--- src/rtl/decoder3to8_beh_alw_if.sv ---
// Select/enable inputs and registered one-hot outputs of the 3-to-8 decoder.
// master: control side driving the select; slave: the decoder itself.
interface decoder3to8_beh_alw_if;
  logic en;
  logic A;
  logic B;
  logic C;
  logic Y0;
  logic Y1;
  logic Y2;
  logic Y3;
  logic Y4;
  logic Y5;
  logic Y6;
  logic Y7;
  logic valid;

  modport master (
    output en, A, B, C,
    input  Y0, Y1, Y2, Y3, Y4, Y5, Y6, Y7, valid
  );

  modport slave (
    input  en, A, B, C,
    output Y0, Y1, Y2, Y3, Y4, Y5, Y6, Y7, valid
  );
endinterface

--- src/rtl/decoder3to8_beh_alw.sv ---
// Registered 3-to-8 one-hot decoder with enable and asynchronous active-high reset.
// Optional DEC38_HOLD_EN: en=0 holds the previous Y outputs instead of clearing them.
module decoder3to8_beh_alw (
  input  logic                        clk,
  input  logic                        rst,
  decoder3to8_beh_alw_if.slave        bus
);

  logic [2:0] sel;
  logic [7:0] y_d, y_q;
  logic       valid_d, valid_q;

  assign sel = {bus.A, bus.B, bus.C};

  always_comb begin
    y_d     = 8'h00;
    valid_d = bus.en;
    if (bus.en) begin
      unique case (sel)
        3'd0:    y_d = 8'b0000_0001;
        3'd1:    y_d = 8'b0000_0010;
        3'd2:    y_d = 8'b0000_0100;
        3'd3:    y_d = 8'b0000_1000;
        3'd4:    y_d = 8'b0001_0000;
        3'd5:    y_d = 8'b0010_0000;
        3'd6:    y_d = 8'b0100_0000;
        3'd7:    y_d = 8'b1000_0000;
        // Unknown select bits must never light more than one output.
        default: y_d = 8'h00;
      endcase
    end else begin
`ifdef DEC38_HOLD_EN
      y_d = y_q;
`else
      y_d = 8'h00;
`endif
    end
  end

  always_ff @(posedge clk or posedge rst) begin
    if (rst) begin
      y_q     <= 8'h00;
      valid_q <= 1'b0;
    end else begin
      y_q     <= y_d;
      valid_q <= valid_d;
    end
  end

  assign bus.Y0    = y_q[0];
  assign bus.Y1    = y_q[1];
  assign bus.Y2    = y_q[2];
  assign bus.Y3    = y_q[3];
  assign bus.Y4    = y_q[4];
  assign bus.Y5    = y_q[5];
  assign bus.Y6    = y_q[6];
  assign bus.Y7    = y_q[7];
  assign bus.valid = valid_q;

endmodule

--- src/flat_wrapper.sv ---
// flat-port wrapper written by rule: the top's interface ports become plain ports
module decoder3to8_beh_alw_flat 
  (clk, rst, bus_en, bus_A, bus_B, bus_C, bus_Y0, bus_Y1, bus_Y2, bus_Y3, bus_Y4, bus_Y5, bus_Y6, bus_Y7, bus_valid);
  decoder3to8_beh_alw_if bus_i ();
  input  logic clk;
  input  logic rst;
  input wire logic [$bits(bus_i.en)-1:0] bus_en;
  input wire logic [$bits(bus_i.A)-1:0] bus_A;
  input wire logic [$bits(bus_i.B)-1:0] bus_B;
  input wire logic [$bits(bus_i.C)-1:0] bus_C;
  output wire logic [$bits(bus_i.Y0)-1:0] bus_Y0;
  output wire logic [$bits(bus_i.Y1)-1:0] bus_Y1;
  output wire logic [$bits(bus_i.Y2)-1:0] bus_Y2;
  output wire logic [$bits(bus_i.Y3)-1:0] bus_Y3;
  output wire logic [$bits(bus_i.Y4)-1:0] bus_Y4;
  output wire logic [$bits(bus_i.Y5)-1:0] bus_Y5;
  output wire logic [$bits(bus_i.Y6)-1:0] bus_Y6;
  output wire logic [$bits(bus_i.Y7)-1:0] bus_Y7;
  output wire logic [$bits(bus_i.valid)-1:0] bus_valid;
  assign bus_i.en = bus_en;
  assign bus_i.A = bus_A;
  assign bus_i.B = bus_B;
  assign bus_i.C = bus_C;
  assign bus_Y0 = bus_i.Y0;
  assign bus_Y1 = bus_i.Y1;
  assign bus_Y2 = bus_i.Y2;
  assign bus_Y3 = bus_i.Y3;
  assign bus_Y4 = bus_i.Y4;
  assign bus_Y5 = bus_i.Y5;
  assign bus_Y6 = bus_i.Y6;
  assign bus_Y7 = bus_i.Y7;
  assign bus_valid = bus_i.valid;
  decoder3to8_beh_alw u_core (.clk(clk), .rst(rst), .bus(bus_i));
endmodule
--- config.mk ---
export PLATFORM = sky130hd
export DESIGN_NAME = decoder3to8_beh_alw_flat
export DESIGN_NICKNAME = d
export VERILOG_FILES = /design/src/rtl/decoder3to8_beh_alw_if.sv /design/src/rtl/decoder3to8_beh_alw.sv /design/src/flat_wrapper.sv
export SDC_FILE = /design/constraint.sdc
export NUM_CORES = 1
export LEC_CHECK = 0
export CORE_AREA = 8 8 45 47
export CTS_BUF_LIST = sky130_fd_sc_hd__clkbuf_2
export CTS_CLUSTER_DIAMETER = 30
export DETAILED_ROUTE_END_ITERATION = 8
export DIE_AREA = 0 0 53 55
export SLEW_MARGIN = 40
export SYNTH_ARGS = -nofsm -noshare
export SYNTH_HDL_FRONTEND = slang
export SYNTH_SLANG_ARGS = --single-unit
--- constraint.sdc ---
create_clock -name clk -period 0.8 [get_ports clk]
set_clock_uncertainty 0.2 [all_clocks]
set_input_delay 0.16 -clock clk [delete_from_list [all_inputs] [get_ports clk]]
set_output_delay 0.16 -clock clk [all_outputs]
set_load 0.05 [all_outputs]
# Word-level counts from Yosys, hierarchy flattened
# Memories as Yosys holds them, arrays and structs flattened.
# Cells that the tools add are included.
op_classes:
  muxes: 1
ops:
  columns: ["op", "count"]
  rows:
  - ["$mux 8", 1]
totals:
  output_inout_bits: 9
  mem_count: 1
  register_bits: 9
  rom_bits: 64
  elab_cells: 4
  input_bits: 6
memory_table:
  columns: ["name", "depth", "word_bits", "rd", "rd_clocked_by_memory_dff", "write_ports", "line", "rtl"]
  rows:
  - ["(no name shown)", 8, 8, 1, 0, 0, "decoder3to8_beh_alw.sv:19", "unique case (sel)"]

# Longest topological paths before layout
# Gate-level depths: netlist (run 1).
# An unclocked memory read counts as a cell.
logic_depth:
  ltp_word: 2
  depth_mapped: 1
  ltp_nobuf: 1

# Worst setup path before layout (run 1)
# OpenSTA, ideal clock, no wires.
synth_path:
  path_kind: "flip-flop to output port"
  start: "register u_core.y_q[0]"
  end: "output bus_Y0"
  path_buffers: 0
  path_slack_ps: -146
  required_time_ps: 440
  path_stages_with_launch: 1
  arrival_ps: 586
  path_cell_list: "dfrtp_1"
synth_rtl:
  columns: ["item", "line", "rtl"]
  rows:
  - ["start: declaration", "decoder3to8_beh_alw.sv:10", "logic [7:0] y_d, y_q;"]
  - ["start signal: assignment", "decoder3to8_beh_alw.sv:45", "y_q <= y_d;"]
  - ["end: declaration", "flat_wrapper.sv:11", "output wire logic [$bits(bus_i.Y0)-1:0] bus_Y0;"]
# No word-level cell between the ends.

# Final worst setup path (run 1)
layout_path:
  start: "register u_core.y_q[2]"
  end: "output bus_Y2"
layout_rtl:
  columns: ["item", "line", "rtl"]
  rows:
  - ["end: declaration", "flat_wrapper.sv:13", "output wire logic [$bits(bus_i.Y2)-1:0] bus_Y2;"]
# No word-level cell between the ends.

==> flow_metrics.env, run 1 <==
export IMPL_grt_overflow_total=0
export IMPL_swShare=0.262
export IMPL_path_max_fanout=1
export IMPL_setup_violations=9
export IMPL_final_hold_viol_count=7
export IMPL_crit_chain="buf_12"
export IMPL_grt_max_degree=10
export IMPL_wl_per_cell_um=12.7
export IMPL_clk_pin_slew_ns=0.09
export IMPL_synth_edf_count=0
export IMPL_vias=234
export IMPL_grt_use_met2=0.0820
export IMPL_arrival_ns=0.82
export IMPL_p_clk_frac=0.305
export IMPL_required_ns=0.44
export IMPL_viasPerCell=4.33
export IMPL_powerDensity_mw_per_mm2=1530
export IMPL_drc_errors=0
export IMPL_post_cts_setup_buffers=0
export IMPL_path_class="reg2out"
export IMPL_drive_above_1_share=0.921
export IMPL_top_usage_layer="met4"
export IMPL_fmax_mhz=846
export IMPL_dr_pass1_iters=1
export IMPL_post_route_util=0.439
export IMPL_die_x_um=53
export IMPL_violations="negative hold slack, negative setup slack"
export IMPL_relSlewSlack=0.857
export IMPL_root_buffer="clkbuf_2"
export IMPL_cp_end_kind="primary output"
export IMPL_grt_pass1_wl_mm=1.10
export IMPL_yosysMostFrequentCell="dfrtp_1"
export IMPL_cts_sinks=9
export IMPL_layout_setup_ws_ns=-0.381
export IMPL_grt_use_met3=0.0294
export IMPL_cts_tree="yes"
export IMPL_synth_cells=18
export IMPL_first_global_vias=250
export IMPL_cpMaxStageDelayCell="dfrtp_2"
export IMPL_synth_area_um2=325
export IMPL_switchingPower_uw=243
export IMPL_min_period_ns=1.18
export IMPL_final_seq_area_um2=236
export IMPL_status="finished, violations left"
export IMPL_rsz0062_at_grt="true"
export IMPL_synthFlopType="dfrtp_1"
export IMPL_power_uw=927
export IMPL_multiInputGateArea_um2=96.3
export IMPL_yosys_top_cells_count="dfrtp_1, and4b_2, and4bb_2"
export IMPL_use_met1=0.0469
export IMPL_ys_ff_latch=9
export IMPL_syn_to_final_growth_pct=86.5
export IMPL_syn_avg_cell_area_um2=18.1
export IMPL_routabilityCongestion=0.647
export IMPL_num_rows=14
export IMPL_cap_viol_max_count=0
export IMPL_netlist_area_leader_share=0.692
export IMPL_synth_async_reset_ratio=1.00
export IMPL_antenna_found_initial=0
export IMPL_cts_buffers_inserted=3
export IMPL_fin_nets=45
export IMPL_port_buffers=14
export IMPL_top_level_ports=15
export IMPL_startpoint_type="flip-flop"
export IMPL_drv_slew=0
export IMPL_hold_ws_ns=-0.0999
export IMPL_start_util=0.235
export IMPL_dieArea_mm2=0.00292
export IMPL_p_int_uw=684
export IMPL_antenna_cells=0
export IMPL_crit_buf_inv=1
export IMPL_wl_um=685
export IMPL_ys_seq_area_frac=0.692
export IMPL_pwr_share_seq=0.518
export IMPL_fin_crit_sh=1.48
export IMPL_fillers=126
export IMPL_yosysUniqueCellTypes=6
export IMPL_combPwrFrac=0.178
export IMPL_tightest_slew_ns=0.214
export IMPL_track_usage=0.0591
export IMPL_hold_start="bus_en"
export IMPL_cts_buffer_depth=2
export IMPL_crit_family="flip-flops"
export IMPL_yosysWarnings=0
export IMPL_antenna_left=0
export IMPL_leakagePower_uw=0.000269
export IMPL_hold_path_class="in2reg"
export IMPL_synth_fp_nets=24
export IMPL_synth_area_leaders="dfrtp_1, and4bb_2, and4b_2, nor4b_2, and4_2"
export IMPL_crit_start="u_core.y_q[2]$_DFF_PP0_"
export IMPL_ctsHtreeMaxLevel=1
export IMPL_fp_coreArea_mm2=0.00138
export IMPL_irDropWorstVdd_mv=0.553
export IMPL_initialDrtViolationCount=0
export IMPL_cpPeakStageDelay_ns=0.42
export IMPL_fp_dieH_um=55
export IMPL_yosys_area_top_type="dfrtp_1"
## through the flow
| step | setup TNS, ns | worst slack [ns] | cells | cell area, um^2 |
|---|---|---|---|---|
| floorplan | -0.402 | -0.0447 | 18 | 337 |
| detailed placement | -5.34 | -0.535 | 50 | 602 |
| global route | -3.52 | -0.404 | 54 | 607 |
| finish | -3.32 | -0.381 | 54 | 607 |
| global placement | -5.07 | -0.513 | 50 | 602 |
| CTS | -3.45 | -0.391 | 54 | 618 |
## final timing paths
path	to	cells after the start
setup / recovery	bus_Y2	1
min in group asynchronous	u_core.y_q[1]$_DFF_PP0_	3
max in group asynchronous	u_core.y_q[5]$_DFF_PP0_	3
hold / removal	u_core.bus.valid$_DFF_PP0_	1
## registers in the layout, indices dropped and copies added, names as in the netlist
signal            flops
u_core.bus.valid      1
u_core.y_q            8
## cells by family (layout without fill, tap and decap cells)
group	after synthesis	count (layout)	share of synthesized area
buf+inv	1	21	0.0115
flops	9	9	0.692
simple gates	8	8	0.296
## layout make-up
type / count / area share
Sequential cell: 9 / 0.390
Multi-Input combinational cell: 8 / 0.159
Timing Repair Buffer: 16 / 0.379
Tap cell: 16 / 0.0330
Clock buffer: 4 / 0.0330
Inverter: 1 / 0.00619
## cell usage in the layout, fill, tap and decap left out
cell type	Yosys	layout
and4_2	1	1
and4b_2	3	3
and4bb_2	3	3
buf_12	0	9
buf_4	0	2
clkbuf_2	0	7
clkdlybuf4s15_1	0	1
clkdlybuf4s50_1	0	1
dfrtp_2	0	9
inv_1	1	1
nor4b_2	1	1
## per-layer routing
layer  vias to the layer above  wire, um
li1                        109         -
met2                        11       345
met3                         2        74
met5                         -         0
met1                       112       249
met4                         0        15
## power groups by stage
stage / registers (uW) / logic, uW / clock network [uW]
2_1_floorplan: 529 / 22.7 / 0
3_3_place_gp: 489 / 172 / 0
3_5_place_dp: 490 / 175 / 0
4_1_cts: 481 / 169 / 289
5_1_grt: 482 / 174 / 296
6_report: 480 / 165 / 282
## what timing repair did
item,CTS,global route
endpoints found under the hold margin,5,2
endpoints found under the setup margin,18,16
resized for setup,5,6
No activity file was read; power rests on OpenSTA's default activity.
==> inputs of run 2 (changes only) <==
--- a/config.mk
+++ b/config.mk
@@ -10,7 +10,7 @@
 export CTS_CLUSTER_DIAMETER = 30
 export DETAILED_ROUTE_END_ITERATION = 8
 export DIE_AREA = 0 0 53 55
-export SLEW_MARGIN = 40
+export SLEW_MARGIN = 15
 export SYNTH_ARGS = -nofsm -noshare
 export SYNTH_HDL_FRONTEND = slang
 export SYNTH_SLANG_ARGS = --single-unit
==> results of run 2 <==
Final layout, timing and power as in run 1 (identical DEF).
==> inputs of run 3 (changes only) <==
--- a/config.mk
+++ b/config.mk
@@ -10,7 +10,6 @@
 export CTS_CLUSTER_DIAMETER = 30
 export DETAILED_ROUTE_END_ITERATION = 8
 export DIE_AREA = 0 0 53 55
-export SLEW_MARGIN = 15
 export SYNTH_ARGS = -nofsm -noshare
 export SYNTH_HDL_FRONTEND = slang
 export SYNTH_SLANG_ARGS = --single-unit
==> results of run 3 <==
Final layout, timing and power as in run 1 (identical DEF).
